### src/rtl/uart_rx.sv
// UART receiver: 16x oversampled, mid-bit sampling, DBIT data bits, SB_TICK stop ticks.
// Define UART_RX_PARITY_EN to add an even-parity bit after the data and a parity_err output.
module uart_rx #(
    parameter int unsigned DBIT    = 8,
    parameter int unsigned SB_TICK = 16
) (
    input  logic       ckht,
    input  logic       rst_n,
    input  logic       s_tick,
    input  logic       rx,
    output logic [7:0] dout,
    output logic       rx_done_tick,
`ifdef UART_RX_PARITY_EN
    output logic       parity_err,
`endif
    output logic       frame_err
);

    // Tick counter must reach SB_TICK-1 in STOP, so it widens for two stop bits.
    localparam int unsigned SW = (SB_TICK > 16) ? $clog2(SB_TICK) : 4;

    localparam logic [2:0] ST_IDLE   = 3'd0;
    localparam logic [2:0] ST_START  = 3'd1;
    localparam logic [2:0] ST_DATA   = 3'd2;
    localparam logic [2:0] ST_STOP   = 3'd3;
    localparam logic [2:0] ST_PARITY = 3'd4;

    localparam logic [SW-1:0] S_HALF = SW'(7);
    localparam logic [SW-1:0] S_FULL = SW'(15);
    localparam logic [SW-1:0] S_STOP = SW'(SB_TICK - 1);
    localparam logic [2:0]    N_LAST = 3'(DBIT - 1);

    logic          r_sync1, r_sync2;
    logic [2:0]    r_state, w_state_nxt;
    logic [SW-1:0] r_s, w_s_nxt;
    logic [2:0]    r_n, w_n_nxt;
    logic [7:0]    r_b, w_b_nxt;
    logic [7:0]    r_dout, w_dout_nxt;
    logic          r_done, w_done_nxt;
    logic          r_ferr, w_ferr_nxt;
    logic          w_rxs;
    logic [7:0]    w_data;
`ifdef UART_RX_PARITY_EN
    logic          r_par, w_par_nxt;
    logic          r_perr, w_perr_nxt;
`endif

    assign w_rxs  = r_sync2;
    // Bits enter at the MSB, so a short frame ends up left-aligned in r_b.
    assign w_data = r_b >> (8 - DBIT);

    always_ff @(posedge ckht or negedge rst_n) begin
        if (!rst_n) begin
            r_sync1 <= 1'b1;
            r_sync2 <= 1'b1;
        end else begin
            r_sync1 <= rx;
            r_sync2 <= r_sync1;
        end
    end

    always_comb begin
        w_state_nxt = r_state;
        w_s_nxt     = r_s;
        w_n_nxt     = r_n;
        w_b_nxt     = r_b;
        w_dout_nxt  = r_dout;
        w_done_nxt  = 1'b0;
        w_ferr_nxt  = r_ferr;
`ifdef UART_RX_PARITY_EN
        w_par_nxt   = r_par;
        w_perr_nxt  = r_perr;
`endif
        case (r_state)
            ST_IDLE: begin
                if (!w_rxs) begin
                    w_state_nxt = ST_START;
                    w_s_nxt     = '0;
                end
            end
            ST_START: begin
                if (s_tick) begin
                    if (r_s == S_HALF) begin
                        w_s_nxt = '0;
                        if (!w_rxs) begin
                            w_state_nxt = ST_DATA;
                            w_n_nxt     = '0;
                        end else begin
                            w_state_nxt = ST_IDLE;
                        end
                    end else begin
                        w_s_nxt = r_s + 1'b1;
                    end
                end
            end
            ST_DATA: begin
                if (s_tick) begin
                    if (r_s == S_FULL) begin
                        w_s_nxt = '0;
                        w_b_nxt = {w_rxs, r_b[7:1]};
                        if (r_n == N_LAST) begin
`ifdef UART_RX_PARITY_EN
                            w_state_nxt = ST_PARITY;
`else
                            w_state_nxt = ST_STOP;
`endif
                        end else begin
                            w_n_nxt = r_n + 1'b1;
                        end
                    end else begin
                        w_s_nxt = r_s + 1'b1;
                    end
                end
            end
`ifdef UART_RX_PARITY_EN
            ST_PARITY: begin
                if (s_tick) begin
                    if (r_s == S_FULL) begin
                        w_s_nxt     = '0;
                        w_par_nxt   = w_rxs;
                        w_state_nxt = ST_STOP;
                    end else begin
                        w_s_nxt = r_s + 1'b1;
                    end
                end
            end
`endif
            ST_STOP: begin
                if (s_tick) begin
                    if (r_s == S_STOP) begin
                        w_s_nxt     = '0;
                        w_state_nxt = ST_IDLE;
                        w_done_nxt  = 1'b1;
                        w_dout_nxt  = w_data;
                        w_ferr_nxt  = ~w_rxs;
`ifdef UART_RX_PARITY_EN
                        w_perr_nxt  = (^w_data) ^ r_par;
`endif
                    end else begin
                        w_s_nxt = r_s + 1'b1;
                    end
                end
            end
            default: begin
                w_state_nxt = ST_IDLE;
                w_s_nxt     = '0;
            end
        endcase
    end

    always_ff @(posedge ckht or negedge rst_n) begin
        if (!rst_n) begin
            r_state <= ST_IDLE;
            r_s     <= '0;
            r_n     <= '0;
            r_b     <= '0;
            r_dout  <= '0;
            r_done  <= 1'b0;
            r_ferr  <= 1'b0;
`ifdef UART_RX_PARITY_EN
            r_par   <= 1'b0;
            r_perr  <= 1'b0;
`endif
        end else begin
            r_state <= w_state_nxt;
            r_s     <= w_s_nxt;
            r_n     <= w_n_nxt;
            r_b     <= w_b_nxt;
            r_dout  <= w_dout_nxt;
            r_done  <= w_done_nxt;
            r_ferr  <= w_ferr_nxt;
`ifdef UART_RX_PARITY_EN
            r_par   <= w_par_nxt;
            r_perr  <= w_perr_nxt;
`endif
        end
    end

    assign dout         = r_dout;
    assign rx_done_tick = r_done;
    assign frame_err    = r_ferr;
`ifdef UART_RX_PARITY_EN
    assign parity_err   = r_perr;
`endif

endmodule

### config.mk
export PLATFORM = sky130hd
export DESIGN_NAME = uart_rx
export DESIGN_NICKNAME = d
export VERILOG_FILES = /design/src/rtl/uart_rx.sv
export SDC_FILE = /design/constraint.sdc
export NUM_CORES = 1
export LEC_CHECK = 0
export ABC_AREA = 1
export CAP_MARGIN = 20
export CORE_UTILIZATION = 30
export CTS_CLUSTER_DIAMETER = 150
export DETAILED_ROUTE_END_ITERATION = 7
export PLACE_DENSITY_LB_ADDON = 0.1
export SYNTH_ARGS = -nofsm -noshare
export SYNTH_HDL_FRONTEND = slang
export SYNTH_SLANG_ARGS = --single-unit
### constraint.sdc
create_clock -name ckht -period 2.1 [get_ports ckht]
set_clock_uncertainty 0.05 [all_clocks]
set_input_delay 0.21 -clock ckht [delete_from_list [all_inputs] [get_ports ckht]]
set_output_delay 0.21 -clock ckht [all_outputs]
set_load 0.05 [all_outputs]
Word level (Yosys, flattened, before mapping):

Index checks and enable logic that the tools add are counted.

* register bits: 30
* input port bits: 4
* output and inout bits: 10
* logic and storage cells: 63

* $add $sub $neg: 2
* equal/unequal tests: 17
* multiplexer cells: 26
* bitwise gates (word level): 1
* reduce and logical (&&, ||, !) cells: 8

Operator list (number)
* $mux 3: 14
* $mux 4: 5
* $ne 2x2->1 const B: 10
* $pmux 3 s4: 1
* $pmux 4 s3: 1
* $reduce_and 3->1: 3
* $reduce_and 8->1: 1
* $reduce_and 7->1: 1
* $eq 3x2->1 const B: 2
* $pmux 3 s2: 1
* $add 4x1->4 const B: 1
* $eq 4x3->1 const B: 1
* $eq 4x4->1 const B: 1
* $add 3x1->3 const B: 1
* $eq 3x1->1 const B: 1
* $eq 3x3->1 const B: 1
* $logic_not 3->1: 1
* $mux 1: 3
* $mux 2: 1
* $ne 2x1->1 const B: 1
* $reduce_bool 2->1: 1
* $reduce_or 2->1: 1
* $not 1->1: 1

Depth between registers and ports, before layout:

* depth in word-level cells: 5
* gate-level depth with buffers: 9
* gate-level depth less buffers: 9

Worst setup path after synthesis:

Ideal clock, no wire load.

* path kind: register to register
* from: reg r_n[0]
* to: reg r_n[0]
* library setup time: 0.123 ns
* data arrival time: 1.197 ns
* required time: 1.927 ns
* slack: 0.730 ns
* cell stages (with the launch flop): 9
* buffers on the path: 0
* period minus slack after synthesis: 1.370 ns
* cells stage by stage: dfrtp_1 -> ha_1 -> ha_1 -> inv_1 -> nand3_1 -> nand2_1 -> nand2_1 -> o21ai_0 -> nand2_1

* longest elaborated chain between the ends: 5
* elaborated cells between the ends (all ways): 8
* those cells by class: add/sub (1); eq/ne (2); mux (4); reduce/logical (1)

RTL lines
* from (decl): RTL line 36 `logic [2:0] r_n, w_n_nxt;`
* from (signal assigned): RTL line 167 `r_n <= w_n_nxt;`
* $add 3x1->3: RTL line 108 `w_n_nxt = r_n + 1'b1;`
* $mux 3: RTL line 101 `if (r_n == N_LAST) begin`
* $mux 3: RTL line 98 `if (r_s == S_FULL) begin`
* $mux 3: RTL line 97 `if (s_tick) begin`
* $pmux 3 s2: RTL line 74 `case (r_state)`

Parallel ways exist; a longest one is shown, timed or not. The select of a mux whose other input is x is not followed.
A chain may end at the register's enable or synchronous reset.

Worst setup path after layout:

* from: reg r_dout[4] (netlist: dout[4])
* to: out dout[4]

RTL lines
* from (decl): RTL line 38 `logic [7:0] r_dout, w_dout_nxt;`
* from (signal assigned): RTL line 169 `r_dout <= w_dout_nxt;`
* to (decl): RTL line 11 `output logic [7:0] dout,`

No word-level cell between the ends.

==> metrics.txt <==
# TYPE chip_impl_metric gauge
chip_impl_info{name="status",value="finished clean"} 1
chip_impl_info{name="layout_common_cells",value="48 x sky130_fd_sc_hd__nand2_1, 27 x sky130_fd_sc_hd__dfrtp_1, 19 x sky130_fd_sc_hd__inv_1, 16 x sky130_fd_sc_hd__o21ai_2, 13 x sky130_fd_sc_hd__clkdlybuf4s50_1"} 1
chip_impl_metric{name="cellPowerDensity",unit="nW/um2"} 990
chip_impl_metric{name="netlist-cell-type-count",unit=""} 21
chip_impl_metric{name="initial_core_util",unit=""} 0.316
chip_impl_metric{name="grt_first_pass_wirelength",unit="um"} 4240
chip_impl_metric{name="ios",unit=""} 14
chip_impl_metric{name="finalMaxSlewViolations",unit=""} 0
chip_impl_info{name="r2r-start",value="r_s[0]$_DFFE_PN0P_"} 1
chip_impl_metric{name="max_freq",unit="MHz"} 587
chip_impl_metric{name="routed_via_density",unit=""} 4.48
chip_impl_metric{name="die-area",unit="um2"} 4900
chip_impl_metric{name="postSynth.asyncResetShare",unit=""} 1.00
chip_impl_metric{name="antennaDiodeCount",unit=""} 0
chip_impl_metric{name="core_region",unit="um2"} 4380
chip_impl_metric{name="sum_neg_setup_slack",unit="ns"} 0
chip_impl_info{name="synthFlopType",value="sky130_fd_sc_hd__dfrtp_1"} 1
chip_impl_metric{name="first_pass_iters",unit=""} 4
chip_impl_metric{name="crit_fanout",unit=""} 2
chip_impl_metric{name="cts_buffers",unit=""} 5
chip_impl_metric{name="synth_enable_flop_cells",unit=""} 0
chip_impl_metric{name="dp_worst_setup_slack",unit="ns"} 0.530
chip_impl_metric{name="placedCellCount",unit=""} 214
chip_impl_metric{name="synthesized_netlist_net_count",unit=""} 159
chip_impl_metric{name="holdBufCountCts",unit=""} 0
chip_impl_info{name="grt_setup_unrepaired",value="false"} 1
chip_impl_metric{name="routed-via-count",unit=""} 995
chip_impl_metric{name="cts.clk_slew.worst_paths",unit="ns"} 0.07
chip_impl_metric{name="overall_fraction_of_global_route_tracks_in_use",unit=""} 0.112
chip_impl_metric{name="worst_ir_drop_vdd",unit="mV"} 0.342
chip_impl_metric{name="crit_required",unit="ns"} 1.84
chip_impl_metric{name="synth-seq-cells",unit=""} 29
chip_impl_metric{name="wl_per_cell",unit="um"} 10.7
chip_impl_info{name="critical_path.top_delay_family",value="buffers and inverters"} 1
chip_impl_info{name="synth_area_leaders",value="sky130_fd_sc_hd__dfrtp_1 49%, sky130_fd_sc_hd__nand2_1 13%, sky130_fd_sc_hd__o21ai_2 10%"} 1
chip_impl_info{name="worstPathCellList",value="clkdlybuf4s50_1"} 1
chip_impl_info{name="worst_setup_startpoint",value="dout[4]$_DFFE_PN0P_"} 1
chip_impl_metric{name="pin_count_of_the_biggest_net_entering_global_routing",unit=""} 30
chip_impl_info{name="path_class",value="reg2out"} 1
chip_impl_metric{name="grt_pass1_vias",unit=""} 970
chip_impl_info{name="grt.busiest_layer",value="met2"} 1
chip_impl_metric{name="globalRouteMet3Util",unit=""} 0.0447
chip_impl_metric{name="maxCapViolations",unit=""} 0
chip_impl_metric{name="grt.met2_usage",unit=""} 0.175
chip_impl_metric{name="worst_skew_pair.late_latency",unit="ns"} 0.27
chip_impl_info{name="r2r-end",value="r_b[6]$_DFFE_PN0P_"} 1
chip_impl_metric{name="place.detailed.hpwl",unit="um"} 1740
chip_impl_metric{name="synthToLayoutAreaGrowth",unit="%"} 20.3
chip_impl_metric{name="cp_num_buf_inv",unit=""} 1
chip_impl_metric{name="globalRouteMet1Util",unit=""} 0.137
chip_impl_metric{name="timing.reg2reg.worst_path_depth",unit=""} 6
chip_impl_metric{name="total_leakage_power",unit="nW"} 0.790
chip_impl_metric{name="chipHeight",unit="um"} 70.0
chip_impl_metric{name="setup_viol_count_final",unit=""} 0
chip_impl_info{name="slowest_stage",value="sky130_fd_sc_hd__clkdlybuf4s50_1"} 1
chip_impl_metric{name="cts-resized-gates",unit=""} 0
chip_impl_metric{name="proportion_of_layout_cells_with_a_drive_suffix_above_1",unit=""} 0.200
chip_impl_metric{name="gpl.final_weighted_congestion",unit=""} 0.783
chip_impl_metric{name="synth-seq-area-share",unit=""} 0.525
chip_impl_info{name="layout.cells.most_common",value="sky130_fd_sc_hd__nand2_1"} 1
chip_impl_metric{name="timing.final.crit_share",unit=""} 0.811
chip_impl_metric{name="synthCells",unit=""} 152
chip_impl_metric{name="nets",unit=""} 176
chip_impl_metric{name="gr_overflow_total",unit=""} 0
chip_impl_metric{name="max-slew-margin-rel",unit=""} 0.669
chip_impl_metric{name="finalCriticalPeriod",unit="ns"} 1.70
chip_impl_metric{name="hold_viol_final",unit=""} 0
chip_impl_metric{name="max-clock-path-buffers",unit=""} 2
chip_impl_metric{name="layout_setup_ws",unit="ns"} 0.396
chip_impl_metric{name="syn-mean-instance-area",unit="um2"} 9.12
chip_impl_metric{name="antenna_found_initial",unit=""} 0
chip_impl_metric{name="finalNonFillerCells",unit=""} 222
chip_impl_info{name="synth_top_area_cell",value="sky130_fd_sc_hd__dfrtp_1"} 1
chip_impl_metric{name="route.detailed.drc",unit=""} 0
chip_impl_metric{name="detailedRoute.firstIterationViolations",unit=""} 35
chip_impl_metric{name="cts_post_setup_buffers_inserted",unit=""} 0
chip_impl_metric{name="reg2reg_setup_slack",unit="ns"} 0.54
chip_impl_metric{name="die_w",unit="um"} 70.0
chip_impl_metric{name="htree_num_levels",unit=""} 2
chip_impl_info{name="worst_setup_path_end_kind",value="primary output"} 1
chip_impl_metric{name="max_stage_delay_on_crit_path",unit="ns"} 0.81
chip_impl_metric{name="clkSinkCount",unit=""} 29
chip_impl_metric{name="synth_largest_type_area_fraction",unit=""} 0.487
chip_impl_metric{name="worst-slew-pin-transition",unit="ns"} 0.495
chip_impl_metric{name="place.port_buffers",unit=""} 13
chip_impl_metric{name="drt.antenna.violating_nets",unit=""} 0
chip_impl_info{name="clock-root-buffer",value="sky130_fd_sc_hd__clkbuf_8"} 1
chip_impl_metric{name="mappedNetlistArea",unit="um2"} 1390
chip_impl_metric{name="yosys_warnings",unit=""} 0
chip_impl_info{name="setup.worst_path.start_class",value="flop"} 1
chip_impl_metric{name="fp-row-count",unit=""} 24
chip_impl_metric{name="worstPathArrival",unit="ns"} 1.44
chip_impl_info{name="min_path_type",value="in2async"} 1
chip_impl_metric{name="wirelength",unit="um"} 2380
chip_impl_info{name="cts_tree",value="yes"} 1
==> how the worst max path moves through the flow <==
stage | end | cells past startpoint
6_report | dout[4] | 1
5_1_grt | dout[5] | 1
4_1_cts | dout[4] | 1
3_5_place_dp | r_n[0]$_DFFE_PN0P_ | 8
3_3_place_gp | r_b[5]$_DFFE_PN0P_ | 6
2_1_floorplan | r_n[0]$_DFFE_PN0P_ | 8
==> registers in the layout (all words and copies together), names as in the netlist <==
register	count
r_state	2
rx_done_tick	1
r_n	3
frame_err	1
r_sync1	1
r_b	8
dout	8
r_s	4
r_sync2	1
==> report_power, final <==
group	switching [mW]	total, mW	internal (mW)
clock	0.207	0.593	0.386
combinational	0.242	0.361	0.119
sequential	0.0787	0.697	0.618
==> per-layer routing <==
layer / routed length, um / part of all wire / vias up
met3: 92 / 0.039 / 6
met1: 1110 / 0.47 / 471
met2: 1130 / 0.47 / 13
met5: 0 / 0 / -
met4: 46 / 0.019 / 0
li1: - / - / 505
==> cell usage after synthesis, types with 2 or more instances <==
library cell,n
sky130_fd_sc_hd__o21ai_0,6
sky130_fd_sc_hd__ha_1,3
sky130_fd_sc_hd__nor2_1,6
sky130_fd_sc_hd__buf_6,2
sky130_fd_sc_hd__inv_1,19
sky130_fd_sc_hd__inv_2,2
sky130_fd_sc_hd__nand3_1,7
sky130_fd_sc_hd__o21bai_1,2
sky130_fd_sc_hd__nand2_1,48
sky130_fd_sc_hd__dfrtp_1,27
sky130_fd_sc_hd__a21oi_1,2
sky130_fd_sc_hd__dfstp_2,2
sky130_fd_sc_hd__nand2_2,2
sky130_fd_sc_hd__o21ai_2,16
sky130_fd_sc_hd__buf_4,2
==> metrics by stage <==
step                      power (mW)   util  hold slack, ns  area (um2)
after global routing            1.78  0.380           0.294        1670
after global placement          1.06  0.354           0.296        1550
after floorplan                0.990      -          -0.136        1390
after CTS                       1.68  0.380           0.274        1670
final                           1.65  0.380           0.265        1670
after detailed placement        1.07  0.354           0.297        1550
==> cell families after synthesis <==
family,count (synthesis),share of synthesized area
buffers and inverters,25,0.0839
AND/OR/NAND/NOR,67,0.213
adder cells (fa/ha/maj),3,0.0271
flip-flops,29,0.525
XOR/XNOR,1,0.00632
AO/OA/AOI/OAI,27,0.144
==> area by class of cell <==
type / instances / area (um2)
multi-input combinational: 98 / 542
clock buffer: 7 / 86.3
tap: 52 / 65.1
clock inverter: 1 / 30.0
sequential: 29 / 728
timing repair buffer: 14 / 138
fill: 447 / 2720
inverter: 21 / 78.8
Note: power is estimated with default switching activity, not from simulation.
